<file path="src/rtl/deserializer.sv">
// Serial-to-parallel receiver: collects an MSB-first bitstream into an MSB-aligned
// word and reports the bit count in the serializer's data_mod encoding (0 = full word).
module deserializer #(
    parameter int DATA_W = 16,
    parameter int MOD_W  = $clog2(DATA_W)
) (
    input  logic              clk_i,
    input  logic              arst_n_i,
    input  logic              ser_data_i,
    input  logic              ser_data_val_i,
    output logic [DATA_W-1:0] deser_data_o,
    output logic [MOD_W-1:0]  deser_data_mod_o,
    output logic              deser_data_val_o,
    output logic              deser_err_o
);

    typedef enum logic {
        IDLE,
        RECV
    } state_t;

    localparam logic [MOD_W:0] FULL  = (MOD_W+1)'(DATA_W);
    localparam logic [MOD_W:0] LAST  = (MOD_W+1)'(DATA_W - 1);
    localparam logic [MOD_W:0] MIN_K = (MOD_W+1)'(3);

    state_t            state;
    logic [DATA_W-1:0] shift;
    logic [MOD_W:0]    cnt;

    always_ff @(posedge clk_i or negedge arst_n_i) begin
        if (!arst_n_i) begin
            state            <= IDLE;
            shift            <= '0;
            cnt              <= '0;
            deser_data_o     <= '0;
            deser_data_mod_o <= '0;
            deser_data_val_o <= 1'b0;
            deser_err_o      <= 1'b0;
        end else begin
            deser_data_val_o <= 1'b0;
            deser_err_o      <= 1'b0;
            if (ser_data_val_i) begin
                if (cnt == LAST) begin
                    // Last bit of a full word goes straight to the output so the
                    // next cycle can already start a new frame.
                    deser_data_o     <= {shift[DATA_W-2:0], ser_data_i};
                    deser_data_mod_o <= '0;
                    deser_data_val_o <= 1'b1;
                    shift            <= '0;
                    cnt              <= '0;
                    state            <= IDLE;
                end else begin
                    shift <= {shift[DATA_W-2:0], ser_data_i};
                    cnt   <= cnt + 1'b1;
                    state <= RECV;
                end
            end else if (state == RECV) begin
                // Shift register is cleared between frames, so only the k
                // received bits are non-zero and a plain shift aligns them.
                if (cnt >= MIN_K) begin
                    deser_data_o     <= shift << (FULL - cnt);
                    deser_data_mod_o <= cnt[MOD_W-1:0];
                    deser_data_val_o <= 1'b1;
                end else begin
                    deser_err_o <= 1'b1;
                end
                shift <= '0;
                cnt   <= '0;
                state <= IDLE;
            end
        end
    end

endmodule

</file>
<file path="config.mk">
export PLATFORM = sky130hd
export DESIGN_NAME = deserializer
export DESIGN_NICKNAME = d
export VERILOG_FILES = /design/src/rtl/deserializer.sv
export SDC_FILE = /design/constraint.sdc
export NUM_CORES = 1
export LEC_CHECK = 0
export ABC_AREA = 1
export ABC_CLOCK_PERIOD_IN_PS = 3300
export CELL_PAD_IN_SITES_DETAIL_PLACEMENT = 1
export CELL_PAD_IN_SITES_GLOBAL_PLACEMENT = 2
export CORE_MARGIN = 3
export CORE_UTILIZATION = 34
export DETAILED_ROUTE_END_ITERATION = 16
export MAX_ROUTING_LAYER = met4
export PLACE_DENSITY = 0.83
export SLEW_MARGIN = 20
export SYNTH_ARGS = -nofsm -noshare
export SYNTH_HDL_FRONTEND = slang
export SYNTH_SLANG_ARGS = --single-unit
</file>
<file path="constraint.sdc">
create_clock -name clk_i -period 3.3 [get_ports clk_i]
set_input_delay 0.825 -clock clk_i [delete_from_list [all_inputs] [get_ports clk_i]]
set_output_delay 0.825 -clock clk_i [all_outputs]
set_load 0.01 [all_outputs]
</file>
Yosys cells after proc, flatten, opt, wreduce, memory -nomap -nowiden
Cells that the tools add are included.
- mux-type cells: 23
- magnitude comparators: 1
- reductions and logical operators: 3
- equality and inequality tests: 2
- add/sub/neg operators: 2
- shift operators: 1
- operator list (operator ; number):
    $mux 16 ; 7
    $mux 4 ; 4
    $shl 16x5->16 ; 1
    $mux 5 ; 3
    $mux 1 ; 9
    $add 5x1->5 const B ; 1
    $eq 5x4->1 const B ; 1
    $ge 5x2->1 const B ; 1
    $sub 5x5->5 const A ; 1
    $reduce_bool 2->1 ; 2
    $reduce_and 3->1 ; 1
    $ne 2x1->1 const B ; 1
- input port bits: 4
- output and inout bits: 22
- flip-flop bits (word level): 44
- word-level logic and storage cells: 39

Depth between registers and ports, before layout
- word-level depth: 5
- gate-level depth with buffers: 16

Worst setup path after synthesis
No wires, ideal clock.
- kind: reg-to-reg
- start point: register cnt[0]
- end point: register deser_data_o[12]
- arrival: 1.873 ns
- required time: 3.187 ns
- period minus slack after synthesis: 1.986 ns
- stages on the path, launching flop included: 16
- slack: 1.314 ns
- cells stage by stage: dfrtp_1 -> buf_6 -> inv_2 -> buf_6 -> buf_6 -> ha_1 -> buf_2 -> inv_2 -> buf_2 -> nand3_1 -> nand3_1 -> nand2_1 -> nand2_1 -> nand3_1 -> nand2_1 -> inv_1
- cells in the longest elaborated chain, start to end: 5
- elaborated cells between the ends (all ways): 10
- those cells by class: add/sub: 1; order compare: 1; eq/ne: 2; shift: 1; mux: 3; reduce/logical: 2
- RTL lines (element ; line ; source):
    from (decl) ; 28 ; logic [MOD_W:0] cnt;
    from (signal assigned) ; 54 ; cnt <= cnt + 1'b1;
    $sub 5x5->5 ; 61 ; deser_data_o <= shift << (FULL - cnt);
    $shl 16x5->16 ; 61 ;
    $mux 16 ; 60 ; if (cnt >= MIN_K) begin
    $mux 16 ; 57 ; end else if (state == RECV) begin
    $mux 16 ; 42 ; if (ser_data_val_i) begin
    to (signal assigned) ; 46 ; deser_data_o <= {shift[DATA_W-2:0], ser_data_i};
    to (signal assigned) ; 61 ;
    to (decl) ; 11 ; output logic [DATA_W-1:0] deser_data_o,
Several ways; a longest one is shown, not always the timed one. The select of a mux whose other input is x is not followed.
A chain may end at the register's enable or synchronous reset.

Worst setup path in the final report
- start point: input port ser_data_val_i
- end point: register deser_data_o[12]
- cells in the longest elaborated chain, start to end: 2
- elaborated cells between the ends (all ways): 5
- those cells by class: eq/ne: 1; mux: 1; reduce/logical: 3
- RTL lines (element ; line ; source):
    from (decl) ; 10 ; input logic ser_data_val_i,
    $ne 2x1->1 (no line) / $reduce_bool 2->1 (equally long branches) ; n/a ;
    $reduce_and 3->1 (no line) ; n/a ;
Several ways; a longest one is shown, not always the timed one.

==> impl_results.md <==
- Worst setup path class: primary input to flop
- Cell type with the largest total area after synthesis: dfrtp_1
- Clk_skew: 8.41 ps
- Post-synth top area share: 41.8%
- RSZ-0062 raised after global routing: false
- Reg2reg end: deser_data_o[14]
- Largest family of logic cells by synthesized area: simple AND/OR/NAND/NOR gates
- Initial antenna violation count: 0
- Top cells by area, synth: dfrtp_1 42%, nand2_1 23%, nand3_1 12%
- Min-delay worst type: flop to flop
- Post-route DRC: 0
- CTS buffer count: 5
- Post-CTS setup buffer count: 0
- Setup crit start kind: primary input
- Die Y-Extent: 94.0 um
- Seq/Total Area, Yosys: 41.8%
- Max-cap viol count: 0
- Critical Path Sink: deser_data_o[12]
- Power per cell area: 601 nW/um2
- CTS tree: built
- Total Routing Usage GR: 19.0%
- Post-synth ARST share: 100%
- Vias per cell: 4.94
- Actual slew at the worst max-slew pin: 566 ps
- Post-synth EDFFs: 0
- GPL Wtd Cong: 0.857
- Synth Area per Inst: 6.87 um2
- Commonest cells in the netlist: 160 x nand2_1, 63 x nand3_1, 44 x dfrtp_1
- Initial drt markers: 162
- GRT overflow: 0
- Bufs on Longest Clock Path: 2
- H-Tree Depth: 2
- Combinational power share: 43.6%
- Compound-Gate Fraction of Synth Area: 5.09%
- Peak supply drop: 246 uV
- Post-CTS Hold Buffers: 0
- Syn. warnings: 0
- Clk_lat worst skew: 290 ps
- Synth-to-Final Area Change: 14.5%
- Reg clk slew, reported paths: 80 ps
- Worst path required time: 3490 ps
- Flops & latches, synth: 44
- FF-to-FF Start: cnt[1]
- Site Rows: 31
- R2R cell count: 12
- Post-synthesis mux area share: 0%
- Reg2reg setup slack: 1220 ps
- Cts repair resizes: 0
- Cell Int Power: 1.09 mW
- Synth Area in Simple Gates: 42.7%
- Sw power: 0.720 mW
- CP max FO: 18
- Vias: 2,485
- IO Pins: 26
- CP Capture Type: flop
- Sequential share of power: 37.2%
- Top_reg_cell synth: dfrtp_1
- Port Buffers: 25
- Filler cells: 987
- Post-Synth XOR/XNOR Area: 0.333%
- Syn Nets: 389
- Synthesized area: 2630 um2
- Final setup vio count: 0
- Final antenna-violating net count: 0
- Switching Share: 39.8%
- Die area: 8830 um2
- DP Wirelength: 5.70 mm
- Core outline area: 7370 um2
- Post-route cell area: 3010 um2
- WL/cell: 14.8 um
- Cells after Synth: 383
- Setup TNS: 0 ps
- Final Power: 1.81 mW
- Clock Power Share: 19.2%
- Netlist cell types: 21
- Routed wire length: 7.46 mm
- Largest net degree at the start of global routing: 45
- Clock root buffer: clkbuf_8
- Number of nets in the layout: 409
- P_leak: 1.57 nW
- Relative slew slack: 62.3%
- Top-count cell post-synth: nand2_1
- Slew Limit Fails: 0
- Share of cells above drive strength 1: 7.18%
- Outcome: completed
- 1st-pass router iterations: 4
- Beginning of the critical path: ser_data_val_i
- Final-report hold violation count: 0
- Placed inst area: 2920 um2
- Final period util: 67.8%
- Fmax: 447 MHz
- Post-layout min period: 2240 ps
- Vias in the first global route: 2,560
- CTS sink cnt: 44
- Crit path DAT: 2430 ps
- Adder-Cell Fraction of Synth Area: 0.951%
- ANT cells: 0
- Die width: 94.0 um
- First-pass GRT wire length: 12.9 mm
- Initial Util: 35.7%
## logic make-up after synthesis
logic type | count (synthesis)
compound gates | 26
buf+inv | 49
fa+ha+maj | 2
xor+xnor | 1
flops | 44
simple gates | 261
## routing by layer
metal / track usage [%] / wire length, um
met1: 29.2 / 4170
met2: 26.4 / 2990
met3: 2.16 / 204
met4: 4.81 / 90
met5: - / 0
## state kept, by name (all words and copies together), names as in the netlist
name / count
state: 1
shift: 16
deser_data_mod_o: 4
deser_data_val_o: 1
cnt: 5
deser_err_o: 1
deser_data_o: 16
## critical path: stages
cell and delay, ps:
clkdlybuf4s50_1 470, nor2_4 380, inv_2 130, nand3_2 110, inv_2 110, or2_2 290
nand2_1 70, inv_1 30
## power groups by stage
stage	clock network, mW	logic [mW]	registers, mW
6_report	0.348	0.789	0.673
5_1_grt	0.386	0.887	0.685
4_1_cts	0.360	0.797	0.674
3_5_place_dp	0	0.792	0.681
3_3_place_gp	0	0.788	0.681
2_1_floorplan	0	0.478	0.705
## cell usage in the layout (no fill, tap or decap)
master           instances
a21oi_1                  1
nor2_1                  19
inv_2                    8
nand3_2                  2
nand2_2                  3
xor2_1                   1
clkbuf_8                 6
clkbuf_1                 2
dfrtp_1                 44
nand4_1                  4
ha_1                     2
or2_1                    6
nand2_1                160
o22ai_1                  3
inv_1                   24
or2_2                    2
nand3_1                 63
o21ai_0                 22
nor2_4                   2
clkdlybuf4s50_1         24
buf_4                    6
## final cells by class
class                      instances  area, um2  area share, %
timing repair buffer              30        285           9.47
inverter                          32        120           3.99
tap                               99        124           4.11
clock buffer                       8       90.1           2.99
sequential                        44       1100           36.6
multi-input combinational        290       1290           42.9
## how the worst min path moves through the flow
stage	depth (start not counted)	endpoint	from
floorplan	2	shift[15]	shift[15]
global placement	2	deser_data_o[4]	deser_data_o[4]
detailed placement	2	deser_data_o[0]	deser_data_o[0]
CTS	2	deser_data_o[0]	deser_data_o[0]
global route	2	deser_data_o[6]	deser_data_o[6]
finish	2	deser_data_o[4]	deser_data_o[4]
## per-stage QoR
step	hold slack, ps	worst slack (ps)	util, %	std cells
floorplan	453	1310	-	383
global placement	468	752	39.6	495
detailed placement	470	749	39.6	495
CTS	501	1060	40.8	503
global route	534	940	40.9	503
finish	488	1060	40.9	503
Power figures use the tool's default switching activity.
